===== config.mk =====
export PLATFORM = sky130hd
export DESIGN_NAME = painterengine_gpu_dma_reader_arbiter
export DESIGN_NICKNAME = d
export VERILOG_FILES = /design/src/rtl/painterengine_gpu_dma_reader_arbiter.sv
export SDC_FILE = /design/constraint.sdc
export NUM_CORES = 1
export LEC_CHECK = 0
export BUFFER_PORTS_ARGS = -buffer_cell sky130_fd_sc_hd__buf_2
export CAP_MARGIN = 20
export CORE_AREA = 2 2 218 220
export CTS_BUF_LIST = sky130_fd_sc_hd__clkbuf_2
export CTS_CLUSTER_DIAMETER = 120
export DETAILED_ROUTE_END_ITERATION = 10
export DIE_AREA = 0 0 220 222
export GPL_ROUTABILITY_DRIVEN = 0
export SYNTH_ARGS = -nofsm -noshare
export SYNTH_HDL_FRONTEND = slang
export SYNTH_SLANG_ARGS = --single-unit

===== constraint.sdc =====
create_clock -name i_wire_clock -period 2 [get_ports i_wire_clock]
set_input_delay 0.3 -clock i_wire_clock [delete_from_list [all_inputs] [get_ports i_wire_clock]]
set_output_delay 0.3 -clock i_wire_clock [all_outputs]
set_load 0.005 [all_outputs]

===== src/rtl/painterengine_gpu_dma_reader_arbiter.sv =====
// Round-robin arbiter that time-shares one single-shot GPU DMA reader between four requesters.
// Each job pulses the reader reset, routes the winner to it, waits for done/error/watchdog, then acks.
module painterengine_gpu_dma_reader_arbiter #(
    parameter int RESET_CYCLES  = 2,
    parameter int WATCHDOG_BITS = 20
) (
    input  logic         i_wire_clock,
    input  logic         i_wire_reset,
    input  logic [3:0]   i_wire_req,
    input  logic [127:0] i_wire_req_address,
    input  logic [127:0] i_wire_req_length,
    input  logic [3:0]   i_wire_req_data_next,
    output logic [3:0]   o_wire_grant,
    output logic         o_wire_busy,
    output logic [3:0]   o_wire_ack,
    output logic [3:0]   o_wire_ack_error,
    output logic [2:0]   o_wire_ack_error_type,
    output logic         o_wire_reader_resetn,
    output logic [127:0] o_wire_reader_address,
    output logic [127:0] o_wire_reader_length,
    output logic [3:0]   o_wire_reader_router,
    output logic [3:0]   o_wire_reader_data_next,
    input  logic         i_wire_reader_done,
    input  logic         i_wire_reader_error,
    input  logic [2:0]   i_wire_reader_error_type
);

    localparam int RST_CNT_W = (RESET_CYCLES > 1) ? $clog2(RESET_CYCLES) : 1;
    localparam logic [RST_CNT_W-1:0] RST_LOAD = RST_CNT_W'(RESET_CYCLES - 1);
    localparam logic [2:0] WATCHDOG_ERR_TYPE = 3'b110;

    typedef enum logic [1:0] {
        ST_IDLE,
        ST_RSTHOLD,
        ST_RUN,
        ST_ACK
    } state_t;

    state_t                   state_q, state_d;
    logic [3:0]               grant_q, grant_d;
    logic [1:0]               idx_q, idx_d;
    logic [1:0]               rr_ptr_q, rr_ptr_d;
    logic [31:0]              addr_q, addr_d;
    logic [31:0]              len_q, len_d;
    logic [RST_CNT_W-1:0]     rst_cnt_q, rst_cnt_d;
    logic [WATCHDOG_BITS-1:0] wd_cnt_q, wd_cnt_d;
    logic [3:0]               ack_q, ack_d;
    logic [3:0]               ack_error_q, ack_error_d;
    logic [2:0]               err_type_q, err_type_d;
    logic                     busy_q, busy_d;
    logic                     resetn_q, resetn_d;
    logic [3:0]               router_q, router_d;

    logic                     win_found;
    logic [1:0]               win_idx;
    logic [1:0]               cand;
    logic [WATCHDOG_BITS-1:0] wd_inc;

    assign wd_inc = wd_cnt_q + WATCHDOG_BITS'(1);

    // rr_ptr_q holds the first channel to search, i.e. one past the last acked channel.
    always_comb begin
        win_found = 1'b0;
        win_idx   = 2'd0;
        cand      = 2'd0;
        for (int k = 0; k < 4; k++) begin
            cand = rr_ptr_q + 2'(k);
            if (!win_found && i_wire_req[cand]) begin
                win_found = 1'b1;
                win_idx   = cand;
            end
        end
    end

    always_comb begin
        state_d     = state_q;
        grant_d     = grant_q;
        idx_d       = idx_q;
        rr_ptr_d    = rr_ptr_q;
        addr_d      = addr_q;
        len_d       = len_q;
        rst_cnt_d   = rst_cnt_q;
        wd_cnt_d    = wd_cnt_q;
        ack_d       = 4'b0000;
        ack_error_d = 4'b0000;
        err_type_d  = 3'b000;

        case (state_q)
            ST_IDLE: begin
                grant_d = 4'b0000;
                if (win_found) begin
                    grant_d   = 4'b0001 << win_idx;
                    idx_d     = win_idx;
                    addr_d    = i_wire_req_address[{win_idx, 5'b00000} +: 32];
                    len_d     = i_wire_req_length[{win_idx, 5'b00000} +: 32];
                    rst_cnt_d = RST_LOAD;
                    state_d   = ST_RSTHOLD;
                end
            end
            ST_RSTHOLD: begin
                if (rst_cnt_q == '0) begin
                    wd_cnt_d = '0;
                    state_d  = ST_RUN;
                end else begin
                    rst_cnt_d = rst_cnt_q - RST_CNT_W'(1);
                end
            end
            ST_RUN: begin
                wd_cnt_d = wd_inc;
                // Error outranks done; the watchdog only fires if the reader said nothing.
                if (i_wire_reader_error) begin
                    ack_d       = grant_q;
                    ack_error_d = grant_q;
                    err_type_d  = i_wire_reader_error_type;
                    state_d     = ST_ACK;
                end else if (i_wire_reader_done) begin
                    ack_d   = grant_q;
                    state_d = ST_ACK;
                end else if (wd_inc[WATCHDOG_BITS-1]) begin
                    ack_d       = grant_q;
                    ack_error_d = grant_q;
                    err_type_d  = WATCHDOG_ERR_TYPE;
                    state_d     = ST_ACK;
                end
            end
            ST_ACK: begin
                rr_ptr_d = idx_q + 2'd1;
                grant_d  = 4'b0000;
                state_d  = ST_IDLE;
            end
            default: begin
                grant_d = 4'b0000;
                state_d = ST_IDLE;
            end
        endcase

        busy_d   = (state_d != ST_IDLE);
        resetn_d = (state_d == ST_RUN);
        router_d = (state_d == ST_RUN) ? grant_d : 4'b0000;
    end

    always_ff @(posedge i_wire_clock) begin
        if (i_wire_reset) begin
            state_q     <= ST_IDLE;
            grant_q     <= '0;
            idx_q       <= '0;
            rr_ptr_q    <= '0;
            addr_q      <= '0;
            len_q       <= '0;
            rst_cnt_q   <= '0;
            wd_cnt_q    <= '0;
            ack_q       <= '0;
            ack_error_q <= '0;
            err_type_q  <= '0;
            busy_q      <= 1'b0;
            resetn_q    <= 1'b0;
            router_q    <= '0;
        end else begin
            state_q     <= state_d;
            grant_q     <= grant_d;
            idx_q       <= idx_d;
            rr_ptr_q    <= rr_ptr_d;
            addr_q      <= addr_d;
            len_q       <= len_d;
            rst_cnt_q   <= rst_cnt_d;
            wd_cnt_q    <= wd_cnt_d;
            ack_q       <= ack_d;
            ack_error_q <= ack_error_d;
            err_type_q  <= err_type_d;
            busy_q      <= busy_d;
            resetn_q    <= resetn_d;
            router_q    <= router_d;
        end
    end

    always_comb begin
        o_wire_reader_address = '0;
        o_wire_reader_length  = '0;
        for (int n = 0; n < 4; n++) begin
            o_wire_reader_address[n*32 +: 32] = grant_q[n] ? addr_q : 32'h0;
            o_wire_reader_length[n*32 +: 32]  = grant_q[n] ? len_q  : 32'h0;
        end
    end

    assign o_wire_grant            = grant_q;
    assign o_wire_busy             = busy_q;
    assign o_wire_ack              = ack_q;
    assign o_wire_ack_error        = ack_error_q;
    assign o_wire_ack_error_type   = err_type_q;
    assign o_wire_reader_resetn    = resetn_q;
    assign o_wire_reader_router    = router_q;
    assign o_wire_reader_data_next = i_wire_req_data_next & router_q;

endmodule

==> results.cfg <==
[outcome]
status = complete, but fails checks
violations = setup timing

[route]
ant_nets = 0
wl_per_cell_um = 20.1
drc = 0
dr.pass1.iters = 5
vias_per_cell = 4.66
wl_mm = 47.0
drt_iter0_drc = 750
num_vias = 10913

[floorplanning]
die_x_um = 220
io_pins = 552
die_area_um2 = 48800
coreArea_um2 = 46300
fp.dieH_um = 222
start_util = 0.155
rows = 79

[critical_path]
critPathRequiredTime_ns = 1.70
path_buf_inv = 2
path_cells = buf_12 > and2_1 > buf_2
crit_fanout = 23
worst_setup_path_start_kind = register
max_stage_delay_ns = 0.56
critPathTopFamily = flip-flops
slowest_stage = dfxtp_4
critPathCaptureType = primary output
crit_arrival_ns = 1.84
crit_type = reg -> out

[layout]
area_growth_pct = 101
layout-drive-gt1-share = 0.403
stdcell_area_um2 = 14400
final_common_cell = buf_2
fill_cells = 4708
nets = 2002
layout_common_cells = buf_2 (520), dlygate4sd3_1 (267), and2_1 (246)

[yosys]
synth_edf_count = 0
synth.yosys.seq_area_share = 0.312
synth-main-ff-cell = dfxtp_1
synth_area_um2 = 7180
syn_area_per_cell_um2 = 7.81
synth_warnings = 0
syn_nets = 1195
postSynthCellCount = 919
synth.distinct_cells = 47
async_flop_share = 0
synth-seq-cells = 112

[clock_tree]
cts_tree = built
cts_sinks = 112
cts_buffer_depth = 2
clk_pin_slew_ns = 0.38
clockRootBuffer = clkbuf_2
cts_max_level = 3
clock_latency_ns = 0.79
cts_made_buffers = 9

[place]
io_buffers = 551
dp_hpwl_mm = 30.9
post-place-ws_ns = -0.157
place_area_um2 = 10900

[global_routing]
grt_pass1_wl_mm = 64.8
grt_max_degree = 53
grt_usage = 0.176
grt_pass1_vias = 10687
gr-total-overflow = 0
antenna_found_initial = 3

[timing]
relSlewSlack = 0.580
max_freq_ghz = 0.467
period_share = 1.07
setup_viol = 238
fin_skew_ns = 0.0383
min_period_ns = 2.14
report.final.slew_viol_count = 0
finalHoldViolCount = 0
rsz0062_at_grt = yes
setup_ws_ns = -0.140
worstMarginPinSlew_ns = 0.630
holdWs_ns = 0.250
fin_tns_setup_ns = -14.29

[run]
maxCapViolCount = 0

[power]
clkPwrFrac = 0.170
intPower_w = 0.00423
swShare = 0.406
power_density_nw_per_um2 = 494
combPwrFrac = 0.416
p_switching_w = 0.00289
pwr-share-seq = 0.414
peakVddDrop_v = 0.000324
power_w = 0.00713
p_leak_nw = 6.85

[min_path]
hold_class = in -> reg
## per-stage QoR
step	utilization	instances
after detailed placement	0.237	2040
after global routing	0.312	2341
after floorplan	-	919
after global placement	0.237	2040
final	0.312	2341
after CTS	0.304	2333
## path summary, 6_finish.rpt
| path | startpoint | endpoint | cells past startpoint | slack (ns) |
|---|---|---|---|---|
| setup / recovery | o_wire_grant[3] | o_wire_reader_address[121] | 3 | -0.14 |
| hold / removal | i_wire_reader_error_type[1] | o_wire_ack_error_type[1] | 4 | 0.25 |
| setup reg to reg | rr_ptr_q[1] | addr_q[1] | 6 | 0.12 |
| hold reg to reg | idx_q[1] | idx_q[1] | 2 | 0.50 |
## state kept, by name (all words and copies together) (netlist names), 2 cells and up
register / count
o_wire_reader_router: 4
len_q: 32
wd_cnt_q: 20
o_wire_grant: 4
o_wire_ack_error: 4
idx_q: 2
addr_q: 32
rr_ptr_q: 2
state_q: 2
o_wire_ack: 4
o_wire_ack_error_type: 3
## logic make-up after synthesis
family,Yosys count,share of synthesized area
xor+xnor,16,0.0195
fa+ha+maj,5,0.00872
mux,2,0.00279
compound gates,243,0.258
simple gates,445,0.346
flops,112,0.312
buf+inv,96,0.0528
## metal layers
metal | global-route usage | up-vias | routed length [um]
met5 | 0 | - | 0
met4 | 0.0658 | 0 | 1600
met3 | 0.0491 | 118 | 4090
met2 | 0.306 | 737 | 22700
met1 | 0.204 | 5160 | 18600
li1 | - | 4898 | -
## layout make-up
type / count / area [um^2] / area share
antenna: 3 / 7.51 / 0.000520
clock buffer: 10 / 50.0 / 0.00347
clock inverter: 6 / 72.6 / 0.00503
inverter: 7 / 26.3 / 0.00182
multi-input combinational: 711 / 4780 / 0.332
sequential: 112 / 2270 / 0.157
tap: 607 / 759 / 0.0526
timing repair buffer: 885 / 6460 / 0.448
## worst register-to-register path, stage by stage, from the launching register on
cell,delay [ns]
dfxtp_2,0.46
nand2b_1,0.17
a21oi_1,0.24
nor2_4,0.13
clkbuf_16,0.24
a221oi_2,0.45
a211oi_1,0.13
## synthesized netlist by cell type, types with 2 or more instances
library cell / n / area share
a221oi_1: 64 / 0.078
nand2b_1: 5 / 0.0044
and4_1: 3 / 0.0037
nand3_1: 7 / 0.0049
o2111a_1: 2 / 0.0031
buf_1: 3 / 0.0016
and2_1: 271 / 0.24
o2111ai_1: 2 / 0.0024
nor2b_1: 3 / 0.0026
a21o_1: 2 / 0.0021
xor2_1: 5 / 0.0061
or3_1: 5 / 0.0044
nor4_1: 9 / 0.0078
o211ai_1: 2 / 0.0021
dfxtp_1: 112 / 0.31
a211oi_1: 67 / 0.070
buf_2: 6 / 0.0042
nand2_1: 23 / 0.012
nand4_1: 4 / 0.0035
ha_1: 5 / 0.0087
xnor2_1: 11 / 0.013
a21oi_1: 17 / 0.012
mux2i_1: 2 / 0.0028
nor3_1: 8 / 0.0056
clkbuf_1: 77 / 0.040
inv_1: 7 / 0.0037
o21bai_1: 2 / 0.0021
nor2_1: 99 / 0.052
buf_4: 3 / 0.0031
o21ai_0: 10 / 0.0070
a22oi_1: 67 / 0.070
## power by group through the flow
stage                     clock network, W  logic [W]  registers, W
final                              0.00121    0.00297       0.00295
after global routing               0.00137    0.00318       0.00300
after CTS                          0.00132    0.00283       0.00293
after detailed placement                 0    0.00228       0.00296
after global placement                   0    0.00224       0.00294
after floorplan                          0    0.00121       0.00271
## repair_timing
action / CTS / global route
hold buffers: 267 / 0
hold endpoints to repair: 92 / 0
setup buffers: 10 / 4
gates cloned: 2 / 3
pin swaps: 14 / 4
endpoints found under the setup margin: 267 / 311
gates resized for setup: 60 / 71
No activity file was read; power rests on OpenSTA's default activity.
